--- src/rtl/shift_rows_pipe.sv ---
// shift_rows_pipe: AES ShiftRows / InvShiftRows / bypass stage for one to four
// independent 128-bit states per transfer. The transform is applied when a
// transfer is accepted, and the result is stored in a two-entry elastic
// buffer. The head entry drives Output and mode_err directly from registers.
// A wrapping counter tracks the number of accepted input transfers.
module shift_rows_pipe #(
  parameter int LANES = 1,
  parameter int CNT_W = 16
) (
  input  logic                   clk,
  input  logic                   rst,
  input  logic                   in_valid,
  output logic                   in_ready,
  input  logic [1:0]             mode,
  input  logic [128*LANES-1:0]   Input,
  output logic                   out_valid,
  input  logic                   out_ready,
  output logic [128*LANES-1:0]   Output,
  output logic                   mode_err,
  output logic [CNT_W-1:0]       blk_cnt
);

  localparam int DW = 128 * LANES;

  typedef enum logic [1:0] {
    EMPTY = 2'b00,
    ONE   = 2'b01,
    TWO   = 2'b10
  } state_t;

  state_t           state_r;
  logic [DW-1:0]    head_data_r;
  logic             head_err_r;
  logic [DW-1:0]    tail_data_r;
  logic             tail_err_r;
  logic [CNT_W-1:0] blk_cnt_r;

  logic [DW-1:0]    xform_s;
  logic             new_err_s;
  logic             accept_s;
  logic             pop_s;

  // Row rotation of one column-major AES state. Byte i = 4c+r sits at
  // bits [127-8i:120-8i]. Mode 00 rotates row r left by r positions.
  // Mode 01 rotates it right by r positions. Every other mode passes the
  // state through unchanged.
  function automatic logic [127:0] shift_lane(input logic [127:0] d,
                                              input logic [1:0]   m);
    logic [127:0] q;
    logic [1:0]   src_c;
    logic [1:0]   col;
    logic [1:0]   row;
    q = d;
    for (int c = 0; c < 4; c++) begin
      for (int r = 0; r < 4; r++) begin
        col = c[1:0];
        row = r[1:0];
        case (m)
          2'b00:   src_c = col + row;
          2'b01:   src_c = col - row;
          default: src_c = col;
        endcase
        q[127 - 8*(4*c + r) -: 8] = d[127 - 8*(4*int'(src_c) + r) -: 8];
      end
    end
    return q;
  endfunction

  // Handshake decode; in_ready depends only on registered state and on rst.
  always_comb begin
    in_ready  = 1'b0;
    out_valid = 1'b0;
    if (rst) begin
      in_ready = 1'b0;
    end else begin
      in_ready = (state_r != TWO);
    end
    if (state_r != EMPTY) begin
      out_valid = 1'b1;
    end else begin
      out_valid = 1'b0;
    end
  end

  assign accept_s = in_valid && in_ready;
  assign pop_s    = out_valid && out_ready;

  // Per-lane transform of the presented input using the presented mode.
  // Storing the result at accept time latches the mode with its data.
  always_comb begin
    xform_s = {DW{1'b0}};
    for (int k = 0; k < LANES; k++) begin
      xform_s[128*k +: 128] = shift_lane(Input[128*k +: 128], mode);
    end
    if (mode == 2'b11) begin
      new_err_s = 1'b1;
    end else begin
      new_err_s = 1'b0;
    end
  end

  // Two-entry buffer FSM plus the accepted-block counter.
  always_ff @(posedge clk) begin
    if (rst) begin
      state_r     <= EMPTY;
      head_data_r <= {DW{1'b0}};
      head_err_r  <= 1'b0;
      tail_data_r <= {DW{1'b0}};
      tail_err_r  <= 1'b0;
      blk_cnt_r   <= {CNT_W{1'b0}};
    end else begin
      if (accept_s) begin
        blk_cnt_r <= blk_cnt_r + {{(CNT_W-1){1'b0}}, 1'b1};
      end else begin
        blk_cnt_r <= blk_cnt_r;
      end
      case (state_r)
        EMPTY: begin
          if (accept_s) begin
            head_data_r <= xform_s;
            head_err_r  <= new_err_s;
            state_r     <= ONE;
          end else begin
            state_r <= EMPTY;
          end
        end
        ONE: begin
          if (accept_s && pop_s) begin
            // The old head leaves as the new entry arrives and replaces it.
            head_data_r <= xform_s;
            head_err_r  <= new_err_s;
            state_r     <= ONE;
          end else if (accept_s) begin
            tail_data_r <= xform_s;
            tail_err_r  <= new_err_s;
            state_r     <= TWO;
          end else if (pop_s) begin
            state_r <= EMPTY;
          end else begin
            state_r <= ONE;
          end
        end
        TWO: begin
          if (pop_s) begin
            head_data_r <= tail_data_r;
            head_err_r  <= tail_err_r;
            state_r     <= ONE;
          end else begin
            state_r <= TWO;
          end
        end
        default: begin
          state_r <= EMPTY;
        end
      endcase
    end
  end

  assign Output   = head_data_r;
  assign mode_err = head_err_r;
  assign blk_cnt  = blk_cnt_r;

endmodule

--- config.mk ---
export PLATFORM = sky130hd
export DESIGN_NAME = shift_rows_pipe
export DESIGN_NICKNAME = d
export VERILOG_FILES = /design/src/rtl/shift_rows_pipe.sv
export SDC_FILE = /design/constraint.sdc
export NUM_CORES = 1
export LEC_CHECK = 0
export CORE_MARGIN = 4
export CORE_UTILIZATION = 50
export DETAILED_ROUTE_END_ITERATION = 10
export HOLD_SLACK_MARGIN = 0.08
export PLACE_DENSITY = 0.87
export SYNTH_ARGS = -nofsm -noshare
export SYNTH_HDL_FRONTEND = slang
export SYNTH_SLANG_ARGS = --single-unit
--- constraint.sdc ---
create_clock -name clk -period 2.2 [get_ports clk]
set_input_delay 0.44 -clock clk [delete_from_list [all_inputs] [get_ports clk]]
set_output_delay 0.44 -clock clk [all_outputs]
set_load 0.03 [all_outputs]
==> impl_results.rst, run 1 <==
.. list-table::
   :header-rows: 1

   * - Metric
     - Value
   * - Run status
     - finished clean
   * - Residual overflow from global routing
     - 0
   * - Max Buffers Root-to-Sink
     - 3
   * - Number of buffers inserted for hold repair after clock tree synthesis
     - 0
   * - Count of placed standard cells including taps
     - 2124
   * - Critical path buffers and inverters
     - 1
   * - Critical path endpoint category
     - primary output
   * - Largest net degree at the start of global routing
     - 209
   * - Post-Syn Nets
     - 1739
   * - Distinct cells, synth
     - 34
   * - Post-Synthesis Cells
     - 1604
   * - Leakage power of the design
     - 0.00632 µW
   * - Flop and latch count out of synthesis
     - 276
   * - Reg area
     - 5530 µm²
   * - Aggregate routed wire length
     - 39100 µm
   * - Most frequent cells after synthesis
     - nand2_1 (457), dfxtp_1 (276), a21oi_1 (202), nor2_1 (138), clkbuf_1 (117)
   * - Total standard cell area after synthesis
     - 12300 µm²
   * - Headroom to the max-slew limit
     - 35.6%
   * - Cell at the root of the clock tree
     - clkbuf_16
   * - Number of fill cells
     - 1833
   * - Number of H-tree branching levels
     - 1
   * - Max IR drop VDD
     - 0.000523 V
   * - Number of nets with antenna violations after routing
     - 0
   * - Nets@finish
     - 1966
   * - Count of unresolved DRC violations after routing
     - 0
   * - Number of port buffers
     - 280
   * - Mean post-synth cell area
     - 7.70 µm²
   * - Slew at the pin closest to its max-slew limit
     - 0.967 ns
   * - Delay of the slowest critical-path stage
     - 0.78 ns
   * - Post-detail-place hpwl
     - 27100 µm
   * - Final Skew
     - 0.0110 ns
   * - Highest clock rate
     - 465 MHz
   * - Library cell contributing the largest single delay on the critical path
     - clkdlybuf4s50_1
   * - Die Ht
     - 165 µm
   * - Most instantiated flip-flop cell in the synthesis netlist
     - dfxtp_1
   * - Required time at the worst-slack endpoint
     - 1.76 ns
   * - DRC violation total after the first TritonRoute iteration
     - 1251
   * - Top-level I/O count
     - 281
   * - Final antenna diode count
     - 0
   * - Critical path startpoint category
     - flop
   * - Filler-free cell count of the finished design
     - 2176
   * - Fraction of the core area covered by cells at the end of the flow
     - 69.1%
   * - Number of cell rows
     - 57
   * - Horizontal die dimension
     - 165 µm
   * - Worst Path Arrival
     - 1.71 ns
   * - Via count
     - 12500
   * - Final Hold Viols
     - 0
   * - Average wire per standard cell
     - 18.0 µm
   * - Tot Pwr
     - 12800 µW
   * - Worst-Skew Late Latency
     - 0.54 ns
   * - Cell breakdown of the critical path
     - clkdlybuf4s50_1
   * - Placeable core region
     - 24300 µm²
   * - First-pass GRT wire length
     - 60700 µm
   * - Global-route total usage across every layer
     - 27.3%
   * - Resized cells post-CTS
     - 2
   * - Setup CP Type
     - reg -> out
   * - Number of max-slew violations in the final report
     - 0
   * - Post-CTS Repair Setup Buffers
     - 0
   * - Path class of the lowest-slack min-delay path
     - in -> reg
   * - TritonRoute pass-1 iters
     - 5
   * - Post-synthesis async set-or-reset flop share
     - 0%
   * - TritonCTS clock tree
     - done
   * - Cell family with the largest share of critical-path delay
     - buffers and inverters
   * - Clock transition at the register clock pins on the worst setup and hold paths after CTS
     - 0.06 ns
   * - Number of antenna violations at the first check in global routing
     - 0
   * - RePlAce Congestion
     - 0.883
   * - Ratio of cells with drive above 1 in the final layout
     - 6.75%
   * - Cell types with the largest area share after synthesis
     - dfxtp_1 (45%), nand2_1 (14%), a21oi_1 (8.2%), mux2i_1 (7.9%), a211oi_1 (5.9%)
   * - Initial standard-cell utilization of the core
     - 50.8%
   * - Synth-to-Final Area Change
     - 36.2%
   * - Multi-input combinational cell area
     - 6240 µm²
   * - Die Area
     - 27300 µm²
   * - Vias in the first global route
     - 11900
   * - Ratio of final minimum period to clock period
     - 97.7%
   * - Most common cell in the netlist
     - nand2_1
   * - Total setup violations reported at the end of the flow
     - 0
   * - Vias per cell
     - 5.75
   * - Final Critical Period
     - 2.15 ns
   * - Yosys top cell area share
     - 44.8%
   * - Number of warnings printed during yosys synthesis
     - 0
   * - EDFF count, synth
     - 0
   * - MaxCap Viol Count
     - 0
   * - Maximum fanout encountered on the critical timing path
     - 2
   * - Unrepaired setup endpoints after global routing
     - no
   * - Power per Cell Area
     - 761 nW/µm²
   * - Sequential fraction of the synthesis area
     - 44.8%
   * - Cell taking the most area after synthesis
     - dfxtp_1
   * - Total clock sinks
     - 276
   * - Total CTS buffers
     - 29
-- sequential cells by signal (all words and copies together), names as in the netlist --
signal       count
tail_data_r    128
tail_err_r       1
state_r          2
blk_cnt         16
Output         128
mode_err         1
-- power by group --
group,internal [µW],switching [µW]
clock,3080,1990
combinational,990,1330
sequential,5230,165
total,9300,3490
-- placed cells by master (no fill, tap or decap), types with 2 or more instances in the layout --
cell and count:
dlygate4sd2_1 2, xor2_1 2, clkbuf_16 29, nor4_1 4, clkinv_2 2, inv_1 3
o21ai_0 67, nand3b_1 3, dfxtp_1 276, or3_1 5, nand3_1 7, a211oi_1 97
nor2_1 138, nand2_1 457, nand4_1 3, nand2b_4 2, o211ai_1 32, o31ai_1 5
or4_1 5, clkbuf_8 14, clkdlybuf4s50_1 275, buf_4 39, xnor2_1 5, mux2i_1 98
a311oi_1 33, bufinv_16 2, clkbuf_1 3, buf_12 27, a21oi_1 202, or2_2 2
-- worst paths after layout --
kind,start,to,slack (ns),cells past startpoint
worst max-delay path,Output[53],Output[53],0.05,1
worst min register to register,Output[8],Output[8],0.45,2
worst max register to register,blk_cnt[4],blk_cnt[15],0.25,4
worst min-delay path,rst,Output[26],0.14,2
-- metrics by stage --
stage               setup slack (ns)  hold WS, ns  setup TNS [ns]  area [µm²]
detailed placement            -0.146        0.447           -6.85       15800
CTS                           0.0442        0.119               0       16800
global placement             -0.0801        0.439           -1.96       15800
global route                 0.00675        0.125               0       16800
floorplan                      0.234        0.437               0       12300
finish                        0.0495        0.145               0       16800
-- kinds of logic (layout without fill, tap and decap cells) --
group | Yosys count | in the layout | share of synthesized area [%]
xor+xnor | 7 | 7 | 0.497
mux | 98 | 98 | 7.94
flops | 276 | 276 | 44.8
simple gates | 632 | 632 | 20.1
buf+inv | 151 | 399 | 4.99
fa+ha+maj | 1 | 1 | 0.101
compound gates | 439 | 439 | 21.6
-- layout make-up --
type | instances | area share (%)
Clock buffer | 45 | 5.45
Clock inverter | 7 | 0.566
Inverter | 3 | 0.0670
Multi-Input combinational cell | 1177 | 37.1
Sequential cell | 276 | 32.9
Tap cell | 324 | 2.41
Timing Repair Buffer | 344 | 21.5
-- routing by layer --
metal | part of all wire (%) | up-vias | wire, µm | track usage (%)
li1 | - | 5976 | - | -
met1 | 38 | 5851 | 14900 | 33.4
met2 | 48 | 567 | 18700 | 45.1
met3 | 8.3 | 125 | 3260 | 5.73
met4 | 5.6 | 0 | 2200 | 14.2
met5 | 0 | - | 0 | 0
(Power assumes the default switching activity.)
==> run 2: changes to the inputs <==
- CTS_CLUSTER_DIAMETER: unset -> 80
==> results of run 2 <==
Final layout, timing and power as in run 1 (identical DEF).
